## src/rtl/button_pkg.sv

```systemverilog
// Shared types and board-clock defaults for the push-button conditioner.
package button_pkg;

    typedef enum logic [1:0] {
        IDLE         = 2'd0,
        PRESS_WAIT   = 2'd1,
        PRESSED      = 2'd2,
        RELEASE_WAIT = 2'd3
    } btn_state_t;

    // 10 ms debounce and 1 s hold at a 50 MHz board clock.
    localparam int unsigned DEBOUNCE_CYCLES_DEF = 500_000;
    localparam int unsigned LONG_CYCLES_DEF     = 50_000_000;

    function automatic int unsigned cnt_width(input int unsigned n);
        return (n < 2) ? 1 : $clog2(n);
    endfunction

endpackage

```

## src/rtl/button_sync.sv

```systemverilog
// Generic multi-flop synchroniser for one asynchronous pin, cleared to 0 in reset.
module button_sync #(
    parameter int unsigned STAGES = 2
) (
    input  logic clk,
    input  logic rst_n,
    input  logic d,
    output logic q
);

    logic [STAGES-1:0] chain;

    always_ff @(posedge clk or negedge rst_n) begin
        if (!rst_n) begin
            chain <= '0;
        end else begin
            chain <= {chain[STAGES-2:0], d};
        end
    end

    assign q = chain[STAGES-1];

endmodule

```

## src/rtl/button_debouncer.sv

```systemverilog
// Push-button conditioner: synchroniser, debounce FSM, press/release pulses.
// Optional hold detection on LongPress is built when BUTTON_LONG_PRESS_EN is defined.
//
// state        | meaning
// IDLE         | stable released
// PRESS_WAIT   | candidate press, counting stable high samples
// PRESSED      | stable pressed
// RELEASE_WAIT | candidate release, counting stable low samples
module button_debouncer
    import button_pkg::*;
#(
    parameter int unsigned SYNC_STAGES     = 2,
    parameter int unsigned DEBOUNCE_CYCLES = DEBOUNCE_CYCLES_DEF,
    parameter int unsigned LONG_CYCLES     = LONG_CYCLES_DEF
) (
    input  logic Clk,
    input  logic nReset,
    input  logic Button,
    output logic Level,
    output logic Press,
    output logic Release,
    output logic LongPress
);

    localparam int unsigned CW = cnt_width(DEBOUNCE_CYCLES);
    localparam logic [CW-1:0] DB_LAST = CW'(DEBOUNCE_CYCLES - 1);

    btn_state_t    state;
    btn_state_t    state_nxt;
    logic [CW-1:0] count;
    logic [CW-1:0] count_nxt;
    logic          level_nxt;
    logic          press_nxt;
    logic          release_nxt;
    logic          s;

    button_sync #(
        .STAGES (SYNC_STAGES)
    ) u_sync (
        .clk   (Clk),
        .rst_n (nReset),
        .d     (Button),
        .q     (s)
    );

    always_ff @(posedge Clk or negedge nReset) begin
        if (!nReset) begin
            state   <= IDLE;
            count   <= '0;
            Level   <= 1'b0;
            Press   <= 1'b0;
            Release <= 1'b0;
        end else begin
            state   <= state_nxt;
            count   <= count_nxt;
            Level   <= level_nxt;
            Press   <= press_nxt;
            Release <= release_nxt;
        end
    end

    always_comb begin
        state_nxt = state;
        case (state)
            IDLE:         if (s) state_nxt = PRESS_WAIT;
            PRESS_WAIT: begin
                if (!s)                  state_nxt = IDLE;
                else if (count == DB_LAST) state_nxt = PRESSED;
            end
            PRESSED:      if (!s) state_nxt = RELEASE_WAIT;
            RELEASE_WAIT: begin
                if (s)                   state_nxt = PRESSED;
                else if (count == DB_LAST) state_nxt = IDLE;
            end
            default:      state_nxt = IDLE;
        endcase
    end

    // Count returns to 0 whenever the candidate is accepted or rejected, so it never wraps.
    always_comb begin
        count_nxt   = count;
        level_nxt   = Level;
        press_nxt   = 1'b0;
        release_nxt = 1'b0;
        case (state)
            PRESS_WAIT: begin
                if (!s) begin
                    count_nxt = '0;
                end else if (count == DB_LAST) begin
                    count_nxt = '0;
                    level_nxt = 1'b1;
                    press_nxt = 1'b1;
                end else begin
                    count_nxt = count + 1'b1;
                end
            end
            RELEASE_WAIT: begin
                if (s) begin
                    count_nxt = '0;
                end else if (count == DB_LAST) begin
                    count_nxt   = '0;
                    level_nxt   = 1'b0;
                    release_nxt = 1'b1;
                end else begin
                    count_nxt = count + 1'b1;
                end
            end
            default: count_nxt = '0;
        endcase
    end

`ifdef BUTTON_LONG_PRESS_EN
    localparam int unsigned HW = cnt_width(LONG_CYCLES);
    localparam logic [HW-1:0] LONG_LAST = HW'(LONG_CYCLES - 1);

    logic [HW-1:0] hold;
    logic          hold_done;

    // Hold count lives only while PRESSED; any other state re-arms it for the next entry.
    always_ff @(posedge Clk or negedge nReset) begin
        if (!nReset) begin
            hold      <= '0;
            hold_done <= 1'b0;
            LongPress <= 1'b0;
        end else begin
            LongPress <= 1'b0;
            if (state != PRESSED) begin
                hold      <= '0;
                hold_done <= 1'b0;
            end else if (!hold_done) begin
                if (hold == LONG_LAST) begin
                    hold_done <= 1'b1;
                    LongPress <= 1'b1;
                end else begin
                    hold <= hold + 1'b1;
                end
            end
        end
    end
`else
    assign LongPress = 1'b0;
`endif

endmodule

```

## config.mk

```make
export PLATFORM = sky130hd
export DESIGN_NAME = button_debouncer
export DESIGN_NICKNAME = d
export VERILOG_FILES = /design/src/rtl/button_pkg.sv /design/src/rtl/button_sync.sv /design/src/rtl/button_debouncer.sv
export SDC_FILE = /design/constraint.sdc
export NUM_CORES = 1
export LEC_CHECK = 0
export CAP_MARGIN = 20
export CORE_MARGIN = 4
export CORE_UTILIZATION = 50
export CTS_BUF_LIST = sky130_fd_sc_hd__clkbuf_16
export DETAILED_ROUTE_END_ITERATION = 8
export GPL_TIMING_DRIVEN = 0
export PLACE_DENSITY = 0.71
export SYNTH_ARGS = -nofsm -noshare
export SYNTH_HDL_FRONTEND = slang
export SYNTH_SLANG_ARGS = --single-unit
```

## constraint.sdc

```tcl
create_clock -name Clk -period 1.8 [get_ports Clk]
set_input_delay 0.18 -clock Clk [delete_from_list [all_inputs] [get_ports Clk]]
set_output_delay 0.18 -clock Clk [all_outputs]
set_load 0.03 [all_outputs]
```

==> results, run 1 <==
- The clock network fraction of design power is between 40% and 50%.
- The horizontal extent of the die is between 50 and 60 um.
- For this design the total switching power over the nets is around 0.23 mW.
- The instance count of the mapped netlist is approximately 120.
- The worst hold slack is between 0.2 and 0.3 ns.
- Headroom to the max-slew limit came out at about 62%.
- The required time of the worst setup path is 1.95 ns.
- The setup slack of the critical path after layout is roughly 0.031 ns.
- The worst setup path is launched from a register.
- The count of fill cells added during filler insertion is 213.
- Yosys mapped the design onto 38 distinct sky130hd cell types.
- The largest fanout on the critical path is 4.
- The number of global-route vias before repair is between 800 and 900.
- The area growth from synthesis to layout is 22.4%.
- The met2 usage is ~25%.
- The average cell area after synthesis is approximately 11 um^2.
- The floorplan step defined a die boundary enclosing 3450 um^2.
- For this block, the routed nets add up to 2.39 mm of wire.
- The number of pins exceeding their max-slew limit in the final report came to 0.
- After floorplanning, the core was divided into 18 placement rows.
- The count of nets after finishing is 140.
- Detailed routing inserted a total of 906 vias.
- The pin slew with the least headroom to its limit is 0.564 ns.
- The maximum buffer depth of the clock tree is 2.
- Setup repair after global routing could not meet its margin everywhere.
- Global routing finished with a remaining overflow of 0.
- The multi-input combinational cell area is ~600 um^2.
- The delay contributed by the slowest stage of the critical path is around 0.43 ns.
- Counting every sink on the clock net gives 26.
- The core area is around 2500 um^2.
- The combinational power share is around 3.9%.
- The clock-pin slew on the worst setup and hold paths is about 0.070 ns.
- Counting every net in the synthesized netlist gives ~120.
- The sequential cell fraction of total power is 46.2%.
- For this block, the initial DRC count from the detailed router was 11.
- After clock tree synthesis, the flow added hold-fix buffers numbering 0.
- Subtracting the final worst setup slack from the clock period gives between 1.5 and 2 ns.
- Global routing used roughly 2.6% of the available met3 tracks.
- The routed length per placed instance is approximately 14 um.
- The yosys synthesis warning count is 0.
- The global routing's busiest layer is met2.
- Buffers placed on the I/O ports in this run total 5.
- The run finished with clean final reports.
- In this run the static leakage power is about 0.72 nW.
- After detailed routing, the number of remaining DRC violations is 0.
- Counting flops and latches in the post-synthesis netlist gives 26.
- The first detailed-routing pass ran for 4 iterations.
- The type of the tightest min-delay check is input port to async pin.
- In the global route stage, overall resource usage came out at between 10% and 20%.
- Of the total power, the share spent switching nets is a little under a fifth.
- STA classifies the critical path endpoint as a register.
- The number of hold violations in the final report is 0.
- The top achievable clock speed is 565 MHz.
- Between clock sinks in the finished design, the worst skew comes to between 0.009 and 0.01 ns.
- Detailed placement finished with a half-perimeter wire length of 1.64 mm.
- The top-level I/O count is 7.
- The TritonCTS clock tree is done.
- The post-synthesis sequential area ratio is between 50% and 60%.
- The power per standard cell area is around 800 nW/um^2.
- The share of the cycle needed by the critical path after routing is just under 100%.
- The repair_antennas step left the layout with diodes totalling 0.
- The reg-to-reg critical path startpoint is count[12].
- The number of antenna violations at the first check in global routing is 0.
- The critical setup path kind is register to register.
- Entering global routing, the biggest net connects 16 pins.
- The minimum setup slack after placement is -0.185 ns.
- The root buffer selected by CTS is sky130_fd_sc_hd__clkbuf_16.
- In the routed layout, each cell is associated on average with a via count of roughly 5.5.
- Across the whole layout, storage elements account for approximately 650 um^2.
- The initial standard-cell utilization of the core is 52.0%.
- In the final layout, the share of cells above drive strength 1 is 24.4%.
- The number of max-cap violations is 0.
- From bottom edge to top edge, the die measures just under 60 um.
- Summing every instance area after synthesis gives approximately 1300 um^2.
- The setup violation total in the final timing report is 0.
- Walking the worst path, the cells encountered are nor4b_4 > nand4b_1 > or3_4 > mux2_4.
- The cell-internal power is around 1.1 mW.
- CTS built an H-tree with a depth of 1.
- For this design, the slowest cell found on the critical path is sky130_fd_sc_hd__dfrtp_1.
- The number of nets with antenna violations after routing is 0.
- In the global route stage, met1 resource usage came out at between 20% and 30%.
- The startpoint of the most critical setup path is count[12].
- At the later pin of the worst-skew pair, clock insertion delay measures about 0.26 ns.
- For the worst setup path, the data arrival time is between 1.5 and 2 ns.
- The congestion estimate from routability-driven global placement came to between 0.7 and 0.8.
- The worst IR drop on VDD is about 0.00048 V.
- The wire length of the first global-routing pass is slightly above 4 mm.
- The clock buffer count from CTS is 3.
[cell usage after synthesis, drive strengths merged]
cell	count	area, um^2
inv	4	15.0
and3	4	25.0
dfrtp	26	651
a31o	1	8.76
xnor2	2	17.5
o21ai	2	10.0
conb	1	3.75
nand3	6	30.0
nand2b	1	6.26
and3b	1	8.76
or3	3	23.8
a21oi	4	23.8
nand2	3	18.8
o31ai	1	7.51
and4	3	27.5
ha	1	12.5
nand4	8	56.3
nor4b	2	32.5
nand4b	1	8.76
a21boi	1	7.51
and2	4	27.5
a211o	1	8.76
nor4	1	6.26
nor2	15	56.3
xor2	12	105
nor3b	1	7.51
or4	1	11.3
mux2	1	15.0
o211ai	1	12.5
buf	6	42.5
[worst max-delay path: cells and delay by family (launching register included)]
family / cells / cell delay, ns
mux: 1 / 0.30
flops: 1 / 0.43
simple gates: 3 / 0.93
[per-stage QoR]
stage	cell area (um^2)	instances	TNS [ns]	total power [mW]	utilization [%]
global route	1580	165	-0.0788	1.33	63.6
global placement	1380	153	-1.65	0.643	55.5
finish	1580	165	0	1.29	63.6
floorplan	1290	118	0	0.623	-
CTS	1550	163	-0.0899	1.30	62.6
detailed placement	1390	154	-1.92	0.648	56.1
[layout make-up]
cell class / instances / area share [%]
Tap cell: 30 / 2.38
Multi-Input combinational cell: 82 / 38.4
Clock buffer: 3 / 4.77
Buffer: 5 / 2.22
Sequential cell: 26 / 41.4
Inverter: 4 / 0.953
Timing Repair Buffer: 14 / 7.94
Clock inverter: 1 / 1.91
[logic make-up (layout without fill, tap and decap cells)]
| logic type | after synthesis | count (layout) | synth area share [%] |
|---|---|---|---|
| and+or+nand+nor | 54 | 54 | 26.9 |
| DFF | 26 | 26 | 50.5 |
| xor gates and xnor gates | 14 | 14 | 9.52 |
| AOI/OAI and AO/OA | 11 | 11 | 6.12 |
| buffers and inverters | 10 | 27 | 4.47 |
| adders and majority gates | 1 | 1 | 0.972 |
| other | 1 | 1 | 0.291 |
| muxes | 1 | 1 | 1.17 |
[layout by cell type, fill, tap and decap left out, types with 2 or more instances in the layout]
master	netlist	routed
sky130_fd_sc_hd__dfrtp_1	26	25
sky130_fd_sc_hd__a21oi_1	3	3
sky130_fd_sc_hd__and4_1	2	2
sky130_fd_sc_hd__and2_1	2	2
sky130_fd_sc_hd__inv_1	4	4
sky130_fd_sc_hd__and3_1	4	4
sky130_fd_sc_hd__o21ai_0	2	2
sky130_fd_sc_hd__nand3_1	6	6
sky130_fd_sc_hd__clkbuf_16	0	3
sky130_fd_sc_hd__nor2_1	15	15
sky130_fd_sc_hd__nand4_1	7	7
sky130_fd_sc_hd__xor2_1	12	12
sky130_fd_sc_hd__and2_2	2	2
sky130_fd_sc_hd__nand2_1	2	2
sky130_fd_sc_hd__buf_4	5	12
sky130_fd_sc_hd__nor4b_4	1	2
sky130_fd_sc_hd__clkdlybuf4s50_1	0	5
sky130_fd_sc_hd__xnor2_1	2	2
sky130_fd_sc_hd__or3_1	2	2
[path summary, 6_finish.rpt]
| path | endpoint | slack, ns | depth (start not counted) |
|---|---|---|---|
| max | register | 0.03 | 4 |
| min | count[9] | 0.28 | 1 |
| max reg2reg | register | 0.03 | 4 |
| min reg2reg | u_sync.chain[1] | 0.38 | 0 |
| max in group asynchronous | Press | 1.02 | 2 |
| min in group Clk | u_sync.chain[1] | 0.38 | 0 |
[sequential cells by signal, summed over array words and instances, names as in the netlist, named ones only]
register,count
Release,1
Press,1
Level,1
count,19
u_sync.chain,2
state,1
[per-layer routing]
metal	wire, um	vias to the layer above
li1	-	443
met1	1140	454
met2	1180	7
met3	55	2
met4	15	0
met5	0	-
[power groups by stage]
stage / clock network [mW] / registers, mW / logic, mW
2_1_floorplan: 0 / 0.604 / 0.0191
3_3_place_gp: 0 / 0.604 / 0.0381
3_5_place_dp: 0 / 0.605 / 0.0431
4_1_cts: 0.651 / 0.594 / 0.0502
5_1_grt: 0.674 / 0.595 / 0.0572
6_report: 0.642 / 0.594 / 0.0506
[what timing repair did]
item | 4_1_cts | 5_1_grt
cloned | 0 | 0
gates resized for setup | 3 | 3
buffers inserted | 5 | 3
endpoints found under the setup margin | 14 | 5
pin swaps | 3 | 5
(Power assumes the default switching activity.)
==> run 2, diff against run 1 <==
--- a/config.mk
+++ b/config.mk
@@ -6,12 +6,13 @@
 export NUM_CORES = 1
 export LEC_CHECK = 0
 export CAP_MARGIN = 20
-export CORE_MARGIN = 4
+export CORE_MARGIN = 3
 export CORE_UTILIZATION = 50
 export CTS_BUF_LIST = sky130_fd_sc_hd__clkbuf_16
 export DETAILED_ROUTE_END_ITERATION = 8
 export GPL_TIMING_DRIVEN = 0
 export PLACE_DENSITY = 0.71
+export SKIP_CTS_REPAIR_TIMING = 1
 export SYNTH_ARGS = -nofsm -noshare
 export SYNTH_HDL_FRONTEND = slang
 export SYNTH_SLANG_ARGS = --single-unit
==> run 2 against run 1 <==
Net effect: sequential power about the same; flip-flop and latch count unchanged; hold slack better by 0.0086 ns; first-iteration DRC count down 45%; combinational power up 22%; the run now ends with negative setup slack left; clock power down 0.6%; register-to-register slack worse by 0.07 ns; via count up 3.9%; sequential share of layout area down 1.0 points; cell count unchanged.
==> results, run 2 (same netlist as run 1, synthesis figures left out) <==
- Setup repair after global routing could not meet its margin everywhere.
- The number of clock buffers added by TritonCTS is 3.
- Leaving out fill and tap cells, the most frequent cells in the layout are 26 x sky130_fd_sc_hd__dfrtp_1, 15 x sky130_fd_sc_hd__nor2_1, 12 x sky130_fd_sc_hd__xor2_1, 8 x sky130_fd_sc_hd__buf_4, 7 x sky130_fd_sc_hd__nand4_1.
- The end-of-flow core utilization is between 60% and 70%.
- Along the worst path, the maximum fanout reaches 5.
- 7 I/O pins were placed.
- The overall fraction of global-route tracks in use is 15.6%.
- The wire length of the first global-routing pass is approximately 4.0 mm.
- In this run the standard cell core region covers between 2000 and 2500 um^2.
- The most common cell after layout, fill and taps aside is sky130_fd_sc_hd__dfrtp_1.
- The top achievable clock speed is around 540 MHz.
- After the last flow step, the layout net total stands at ~140.
- Data on the critical path is required at its endpoint by roughly 2.0 ns.
- In this run the number of H-tree levels came out at 1.
- The tool flagged a number of max-cap violations equal to 0.
- For this run, design rule violations remaining after detail routing come to 0.
- STA classifies the critical path endpoint as a register.
- The HPWL after detailed placement is between 1.5 and 2 mm.
- The number of DRC violations after detailed-routing iteration 0 is 6.
- Summing all multi-input logic gate instances after layout gives 597 um^2.
- The number of global-route vias before repair is between 900 and 1,000.
- Entering global routing, the biggest net connects 17 pins.
- The number of core rows is 17.
- The register with the most flip-flops in the layout has 19 of them.
- The number of vias in the routed layout is about 940.
- The root buffer selected by CTS is sky130_fd_sc_hd__clkbuf_16.
- The startpoint of the most critical setup path is count[0].
- The congestion estimate from routability-driven global placement came to roughly 0.80.
- For the finished layout, the period the worst path requires is between 1.5 and 2 ns.
- The number of cells on the worst reg-to-reg path is 6.
- The leakage power figure is ~0.75 nW.
- The worst IR drop on VDD is 0.000547 V.
- Fill cells in the final layout number ~160.
- The die is around 57 um wide.
- The number of antenna diodes in the final layout is 0.
- The setup violation total in the final timing report is 1.
- The flow ran to the end, but the final reports show violations.
- The maximum clock skew at final layout is between 0.004 and 0.005 ns.
- In the final layout, the registers with the most flip-flops are count (19), u_sync.chain (2).
- The clock-pin slew on the worst setup and hold paths is around 0.070 ns.
- The worst-skew pair later-pin latency is between 0.2 and 0.3 ns.
- The total routed wirelength is 2.46 mm.
- The number of pins exceeding their max-slew limit in the final report came to 0.
- The checks that failed: negative setup slack.
- The number of buffer cells added on primary ports is 5.
- In this run the critical register-to-register path is launched from count[0].
- The number of vias per cell is roughly 5.7.
- The share of the cycle needed by the critical path after routing is 102%.
- For the pin with the worst max-slew slack, the measured transition is 0.578 ns.
- The area enclosed by the die boundary is between 3000 and 4000 um^2.
- The total number of clock tree sinks is 26.
- The worst setup path is launched from a register.
- The number of iterations in the first detailed-routing pass is 4.
- The area growth from synthesis to layout is 25.3%.
- In the post-route analysis, the smallest setup slack over all paths is -0.0359 ns.
- The routed length per placed instance is 14.9 um.
- The die is ~57 um tall.
- The signal arrival time at the worst endpoint is 1.98 ns.
- Summed over all layers, the global routing overflow is 0.
- Ranked by flip-flop count, first place goes to count.
- For this configuration, the core starts out at a cell density of between 50 and 60%.
- In this run the tightest slew margin relative to its limit is approximately three fifths.
- The clock passes through at most 2 buffers.
- The detail route stage leaves a number of antenna-violating nets equal to 0.
- In this run the worst hold path is classified as input port to async pin.
- In the final layout, flip-flops and latches occupy ~650 um^2.
- The slack of the worst reg-to-reg path is -0.04 ns.
- The minimum setup slack after placement is -0.204 ns.
- The number of hold violations in the final report is 0.
- By startpoint and endpoint, the worst setup path is classified as register to register.
- Of the cells placed in the final design, the portion with a size suffix greater than 1 is about a quarter.
- The TritonCTS clock tree is done.
- The number of antenna violations at the first check in global routing is 0.
- Power spread over the standard cell area amounts to around 800 nW/um^2.
-- run 2: cell types whose count changed in the layout (fill, tap and decap cells not counted), sizes merged --
cell,change
buf,+2
-- run 2: where the power goes --
group          switching, mW  total, mW  leakage [nW]  internal (mW)
Clock                  0.196      0.638        0.0511          0.442
Combinational         0.0318     0.0615         0.343         0.0297
Sequential           0.00449      0.594         0.355          0.590
-- run 2: worst min path at each step --
stage | from | endpoint | slack [ns] | cells past startpoint
4_1_cts | nReset | count[9] | 0.31 | 1
2_1_floorplan | nReset | Level | -0.12 | 0
3_5_place_dp | u_sync.chain[0] | u_sync.chain[1] | 0.34 | 0
5_1_grt | nReset | count[8] | 0.34 | 1
3_3_place_gp | u_sync.chain[0] | u_sync.chain[1] | 0.33 | 0
6_report | nReset | count[9] | 0.29 | 1
-- run 2: through the flow --
step	area [um^2]	cells	power, mW	setup TNS [ns]	hold slack, ns
2_1_floorplan	1290	118	0.623	0	-0.116
3_3_place_gp	1370	151	0.643	-1.73	0.333
3_5_place_dp	1400	152	0.651	-2.14	0.336
4_1_cts	1510	156	1.29	-2.24	0.311
5_1_grt	1610	165	1.33	-1.38	0.339
6_report	1610	165	1.29	-0.0359	0.291
-- run 2: metal layers --
layer  GRT usage (%)  routed length, um
met2            24.8               1240
met5               0                  0
met3            2.30                 52
met1            21.1               1140
met4            6.95                 37
-- run 2: final cells by class --
| cell class | count | area share [%] |
|---|---|---|
| plain buffers | 6 | 3.10 |
| clock buffers | 3 | 4.65 |
| repair buffers | 15 | 9.93 |
| multi-input cells | 82 | 37.0 |
| well taps | 28 | 2.17 |
| clock inverters | 1 | 1.86 |
| inverters | 4 | 0.931 |
| flip-flops and latches | 26 | 40.3 |
-- run 2: critical path: stages, from the launching register on --
cell,delay (ns)
sky130_fd_sc_hd__dfrtp_1,0.36
sky130_fd_sc_hd__ha_2,0.18
sky130_fd_sc_hd__buf_6,0.10
sky130_fd_sc_hd__nor4b_4,0.19
sky130_fd_sc_hd__nand4_2,0.14
sky130_fd_sc_hd__or3_4,0.44
sky130_fd_sc_hd__mux2_4,0.30
